$ cat src/rtl/mul_pkg.sv
// rtl/mul_pkg.sv - shared state encoding and sizing rules for the sequential multiplier
package mul_pkg;

  typedef enum logic [1:0] {
    MUL_IDLE = 2'd0,
    MUL_RUN  = 2'd1,
    MUL_DONE = 2'd2
  } mul_state_t;

  // Counter must be able to hold W itself, not just W-1.
  function automatic int mul_cnt_w(input int w);
    return $clog2(w + 1);
  endfunction

endpackage

$ cat src/rtl/cneg_w.sv
// rtl/cneg_w.sv - conditional two's-complement negate: out = neg ? -in : in
module cneg_w #(
  parameter int N = 8
) (
  input  logic [N-1:0] in_i,
  input  logic         neg_i,
  output logic [N-1:0] out_o
);

  assign out_o = neg_i ? (~in_i + N'(1)) : in_i;

endmodule

$ cat src/rtl/mul_seq_shadd.sv
// rtl/mul_seq_shadd.sv - W-cycle shift-add multiplier with start/busy/done handshake
// Optional signed mode (SGN port) is compiled in with MUL_SEQ_SIGNED_EN.
module mul_seq_shadd
  import mul_pkg::*;
#(
  parameter int W = 8
) (
  input  logic           CLK,
  input  logic           RST,
  input  logic           START,
  input  logic [W-1:0]   INA,
  input  logic [W-1:0]   INB,
`ifdef MUL_SEQ_SIGNED_EN
  input  logic           SGN,
`endif
  output logic           BUSY,
  output logic           DONE,
  output logic [2*W-1:0] RES
);

  localparam int CW = mul_cnt_w(W);

  mul_state_t     state_q;
  logic [CW-1:0]  cnt_q;
  logic [2*W-1:0] mcand_q;
  logic [W-1:0]   mplier_q;
  logic [2*W-1:0] acc_q;
  logic [2*W-1:0] acc_d;
  logic [2*W-1:0] res_q;
  logic [2*W-1:0] res_d;
  logic           busy_q;
  logic           done_q;
  logic [W-1:0]   a_cap;
  logic [W-1:0]   b_cap;
  logic           last_run;

  assign acc_d    = acc_q + (mplier_q[0] ? mcand_q : '0);
  assign last_run = (cnt_q == CW'(W - 1));

`ifdef MUL_SEQ_SIGNED_EN
  logic neg_q;
  logic neg_d;

  // Magnitudes at capture; the most negative value maps onto 2^(W-1), which still fits.
  cneg_w #(.N(W)) u_neg_a (
    .in_i  (INA),
    .neg_i (SGN & INA[W-1]),
    .out_o (a_cap)
  );

  cneg_w #(.N(W)) u_neg_b (
    .in_i  (INB),
    .neg_i (SGN & INB[W-1]),
    .out_o (b_cap)
  );

  cneg_w #(.N(2*W)) u_neg_res (
    .in_i  (acc_d),
    .neg_i (neg_q),
    .out_o (res_d)
  );

  assign neg_d = SGN & (INA[W-1] ^ INB[W-1]);
`else
  assign a_cap = INA;
  assign b_cap = INB;
  assign res_d = acc_d;
`endif

  always_ff @(posedge CLK or posedge RST) begin
    if (RST) begin
      state_q  <= MUL_IDLE;
      cnt_q    <= '0;
      mcand_q  <= '0;
      mplier_q <= '0;
      acc_q    <= '0;
      res_q    <= '0;
      busy_q   <= 1'b0;
      done_q   <= 1'b0;
`ifdef MUL_SEQ_SIGNED_EN
      neg_q    <= 1'b0;
`endif
    end else begin
      case (state_q)
        MUL_IDLE, MUL_DONE: begin
          done_q <= 1'b0;
          if (START) begin
            mcand_q  <= {{W{1'b0}}, a_cap};
            mplier_q <= b_cap;
            acc_q    <= '0;
            cnt_q    <= '0;
`ifdef MUL_SEQ_SIGNED_EN
            neg_q    <= neg_d;
`endif
            state_q  <= MUL_RUN;
            busy_q   <= 1'b1;
          end else begin
            state_q  <= MUL_IDLE;
            busy_q   <= 1'b0;
          end
        end
        MUL_RUN: begin
          acc_q    <= acc_d;
          mcand_q  <= mcand_q << 1;
          mplier_q <= mplier_q >> 1;
          cnt_q    <= cnt_q + CW'(1);
          if (last_run) begin
            res_q   <= res_d;
            state_q <= MUL_DONE;
            busy_q  <= 1'b0;
            done_q  <= 1'b1;
          end
        end
        default: begin
          state_q <= MUL_IDLE;
          busy_q  <= 1'b0;
          done_q  <= 1'b0;
        end
      endcase
    end
  end

  assign BUSY = busy_q;
  assign DONE = done_q;
  assign RES  = res_q;

endmodule

$ cat config.mk
export PLATFORM = sky130hd
export DESIGN_NAME = mul_seq_shadd
export DESIGN_NICKNAME = d
export VERILOG_FILES = /design/src/rtl/mul_pkg.sv /design/src/rtl/cneg_w.sv /design/src/rtl/mul_seq_shadd.sv
export SDC_FILE = /design/constraint.sdc
export NUM_CORES = 1
export LEC_CHECK = 0
export BUFFER_PORTS_ARGS = -buffer_cell sky130_fd_sc_hd__clkbuf_2
export CORE_MARGIN = 2
export CORE_UTILIZATION = 45
export CTS_CLUSTER_DIAMETER = 100
export DETAILED_ROUTE_END_ITERATION = 16
export PLACE_DENSITY_LB_ADDON = 0.15
export SYNTH_ARGS = -nofsm -noshare
export SYNTH_HDL_FRONTEND = slang
export SYNTH_SLANG_ARGS = --single-unit
$ cat constraint.sdc
create_clock -name CLK -period 3.2 [get_ports CLK]
set_input_delay 0.32 -clock CLK [delete_from_list [all_inputs] [get_ports CLK]]
set_output_delay 0.32 -clock CLK [all_outputs]
set_load 0.01 [all_outputs]
== Yosys cells after proc, flatten, opt, wreduce, memory -nomap -nowiden ==
Index checks and enable logic that the tools add are counted.
Operators by class
  $add $sub $neg: 2
  eq/ne operators: 5
  muxes and demuxes: 17
  reduce and logical (&&, ||, !) cells: 5
Operators with widths (count)
  $pmux 16 s2: 2
  $mux 16: 3
  $add 16x16->16: 1
  $pmux 8 s2: 1
  $mux 8: 1
  $pmux 4 s2: 1
  $mux 1: 5
  $add 4x1->4 const B: 1
  $eq 4x3->1 const B: 1
  $mux 4: 1
  $ne 2x2->1 const B: 2
  $pmux 2 s2: 1
  $reduce_and 2->1: 2
  $eq 2x1->1 const B: 1
  $eq 2x2->1 const B: 1
  $logic_not 2->1: 1
  $mux 2: 1
  $pmux 1 s2: 1
  $reduce_bool 2->1: 1
  $reduce_or 2->1: 1
Word-level totals
  register bits after elaboration: 64
  input bits: 19

== Longest topological paths before layout ==
  depth in word-level cells: 4
  depth in mapped cells: 9

== Worst setup path after synthesis ==
No wires, ideal clock.
  kind: flip-flop to flip-flop
  from: reg mplier_q[0]
  to: reg res_q[10] (netlist: RES[10])
  arrival time: 2164 ps
  required time: 3075 ps
  path slack: 911 ps
  stages on the path, launching flop included: 10
  path through: dfrtp_1 clkbuf_1 and2_1 fa_1 a21o_1 a21oi_1 nor2_1 a41oi_2 xnor2_1 mux2_2
Between the ends
  word-level cells in the longest chain between the ends: 2
RTL lines
  start: declaration: RTL line mul_seq_shadd.sv:26  | logic [W-1:0] mplier_q;
  start signal: assignment: RTL line mul_seq_shadd.sv:89  | mplier_q <= b_cap;
  start signal: assignment: RTL line mul_seq_shadd.sv:105  | mplier_q <= mplier_q >> 1;
  $mux 16: RTL line mul_seq_shadd.sv:37  | assign acc_d = acc_q + (mplier_q[0] ? mcand_q : '0);
  $add 16x16->16: RTL line mul_seq_shadd.sv:37
  end signal: assignment: RTL line mul_seq_shadd.sv:108  | res_q <= res_d;
  end: declaration: RTL line mul_seq_shadd.sv:29  | logic [2*W-1:0] res_q;
No other way between the ends.
A chain may end at the register's enable or synchronous reset.

== Final worst setup path ==
Ends and elaborated chain as after synthesis.

==> flow_summary.toml <==
[clocking]
cts-resized-gates = 0
cts.htree.levels = 3
ctsRootBufferMaster = "clkbuf_8"
cts_tree = "done"
cts_buffer_depth = 2
cts_buffers = 9
clk_latency_ns = 0.34
clock_sinks = 62
path_clk_slew_ns = 0.07

[global_route]
grt_pass1_wl_mm = 10.44
gr-total-overflow = 0
grt_max_degree = 44
grt_pass1_vias = 2142
antenna_found_initial = 0
grt_usage_pct = 17.91

[sta]
tightest_slew_ns = 0.5756
finalHoldViolations = 0
rsz0062_at_grt = "no"
setup_viol = 0
slew_headroom_pct = 61.59
setup_tns_ns = 0
fmax_ghz = 0.3766
period_needed_ns = 2.656
finalCritPeriodShare_pct = 82.99
finalClockSkew_ns = 0.01017
slew_violations = 0

[worst_setup_path]
path_cells = "and2_1 -> ha_1 -> fa_1 -> a21o_1 -> a21oi_1 -> nor2_1 -> a41oi_2 -> xnor2_1 -> mux2_2"
critPathLaunchType = "flop"
slowest_delay_ns = 0.53
crit_fanout = 17
cp_slowest_cell = "dfrtp_1"
critPathKind = "reg2reg"
critPathArrivalTime_ns = 2.87
cp-end-kind = "flop"
crit_required_ns = 3.42

[floorplanning]
core_mm2 = 0.006756
dieWidth_um = 87.16
die-area_mm2 = 0.007596
io_pins = 37
die_h_um = 87.16
fp-row-count = 30
initial_utilization_pct = 46.06

[synth]
synth.top_cell.area_share_pct = 49.86
postSynthAreaPerCell_um2 = 11.11
synthFlopType = "dfrtp_1"
syn-num-nets = 316
post-synth-top-area-cell = "dfrtp_1"
synth_edf_count = 0
synth-async-reset-ratio_pct = 100.0
synth_cells = 280
ys_seq_area_share_pct = 49.86
ys_seq_elements = 62
synthTopCellsByArea = "dfrtp_1 50%, a22o_1 7.3%, ha_1 6.4%"
synth_cell_types = 40
yosysWarningCount = 0
netlist_area_mm2 = 0.003112

[drt]
drtIter0Drc = 84
routed_wl_mm = 6.167
ant_nets = 0
vias = 2248
wl_per_cell_um = 15.34
via_per_inst = 5.592
drt-pass1-iter-count = 4
drc = 0

[placed_design]
gp_congestion = 0.9269
port-buffer-count = 36
dpl.hpwl_mm = 4.155

[run]
maxCapViolCount = 0

[power]
power_density_mw_per_mm2 = 1024
ir_drop_uv = 682.5
leakage_uw = 0.001763

[final_layout]
final_common_cell = "dfrtp_1"
area_growth_pct = 15.16
fin_util_pct = 53.04
nets = 356
final_cell_mix = "62 x dfrtp_1, 41 x nand2_1, 36 x clkbuf_2"
layout-drive-gt1-share_pct = 24.84
register_area_mm2 = 0.001551
n_fill_cell = 625
multi_input_area_mm2 = 0.001511
num_antenna_cells = 0

[run_status]
status = "complete, no violations"

[hold_path]
min_path_type = "in2reg"
routing by layer:
metal	up-vias	GRT usage [%]	share of wire (%)
li1	1098	-	-
met1	1089	26.08	50
met2	51	24.91	44
met3	10	4.171	3.4
met4	0	8.951	1.9
met5	-	0	0
synth_stat cells, drive strengths merged (2+ instances only):
master and count:
ha 16, a22o 26, and2 16, xnor2 9, o21bai 2, o21ai 12, xor2 5, nor2 5
a21oi 14, a211o 2, a41oi 2, nor3 2, nand2 43, dfrtp 62, nand3 4, clkbuf 12
mux2 15, a21boi 2, a22oi 14, nand4 2, nand2b 2, nor2b 2
sequential cells by signal (all words and copies together), names as in the netlist:
register / count
DONE: 1
cnt_q: 4
acc_q: 16
state_q: 1
RES: 16
mplier_q: 8
mcand_q: 16
cells by family (layout without fill, tap and decap cells):
| logic type | after synthesis | after routing | share of synthesized area, % |
|---|---|---|---|
| AOI/OAI and AO/OA | 81 | 81 | 20.07 |
| xor gates and xnor gates | 14 | 14 | 3.941 |
| adders and majority gates | 17 | 17 | 7.077 |
| buffers and inverters | 14 | 56 | 1.729 |
| DFF | 62 | 62 | 49.86 |
| muxes | 15 | 15 | 5.549 |
| and+or+nand+nor | 77 | 77 | 11.78 |
timing repair:
action,4_1_cts,5_1_grt
hold buffers,1,0
setup endpoints to repair,0,0
endpoints found under the hold margin,19,0
setup buffers,0,0
final timing paths:
check                                         from                 endpoint  slack, ns  cells past startpoint
max                        mplier_q[0]$_DFFE_PP0P_      RES[10]$_DFFE_PP0P_       0.54                      9
min                                         INA[3]   mcand_q[3]$_DFFE_PP0P_       0.20                      3
max reg2reg                mplier_q[0]$_DFFE_PP0P_      RES[10]$_DFFE_PP0P_       0.54                      9
min reg2reg                mplier_q[1]$_DFFE_PP0P_  mplier_q[1]$_DFFE_PP0P_       0.47                      2
max in group asynchronous                      RST     acc_q[8]$_DFFE_PP0P_       1.80                      4
min in group asynchronous                      RST   mcand_q[3]$_DFFE_PP0P_       0.51                      3
layout make-up:
type	count	share of cell area (%)
sequential	62	43.30
multi-input combinational	204	42.18
timing repair buffer	42	6.704
clock buffer	11	3.946
tap	80	2.793
clock inverter	2	0.9777
inverter	1	0.1047
metrics by stage:
step           hold WS, ns  worst slack (ns)  instances  instance area (um^2)  total power, uW
2_1_floorplan       0.4463            0.9113        280                  3112             2599
3_3_place_gp        0.3341            0.6262        388                  3397             3014
3_5_place_dp        0.3262            0.5827        388                  3397             3044
4_1_cts             0.1785            0.5348        402                  3583             3711
5_1_grt             0.1898            0.3232        402                  3583             3975
6_report            0.1961            0.5444        402                  3583             3670
where the power goes:
part	leakage (uW)	internal, uW	switching, uW	total (uW)
clock	0.0000911	367	281	648
sequential	0.000788	1130	227	1350
combinational	0.000884	765	903	1670
total	0.00176	2260	1410	3670
critical path, delay by kind of cell, from the launching register on:
kind | cells | cell delay (ns)
adder cells (fa/ha/maj) | 2 | 0.61
AND/OR/NAND/NOR | 2 | 0.33
XOR/XNOR | 1 | 0.10
AO/OA/AOI/OAI | 3 | 0.70
flip-flops | 1 | 0.53
multiplexers | 1 | 0.27
(Power assumes the default switching activity.)
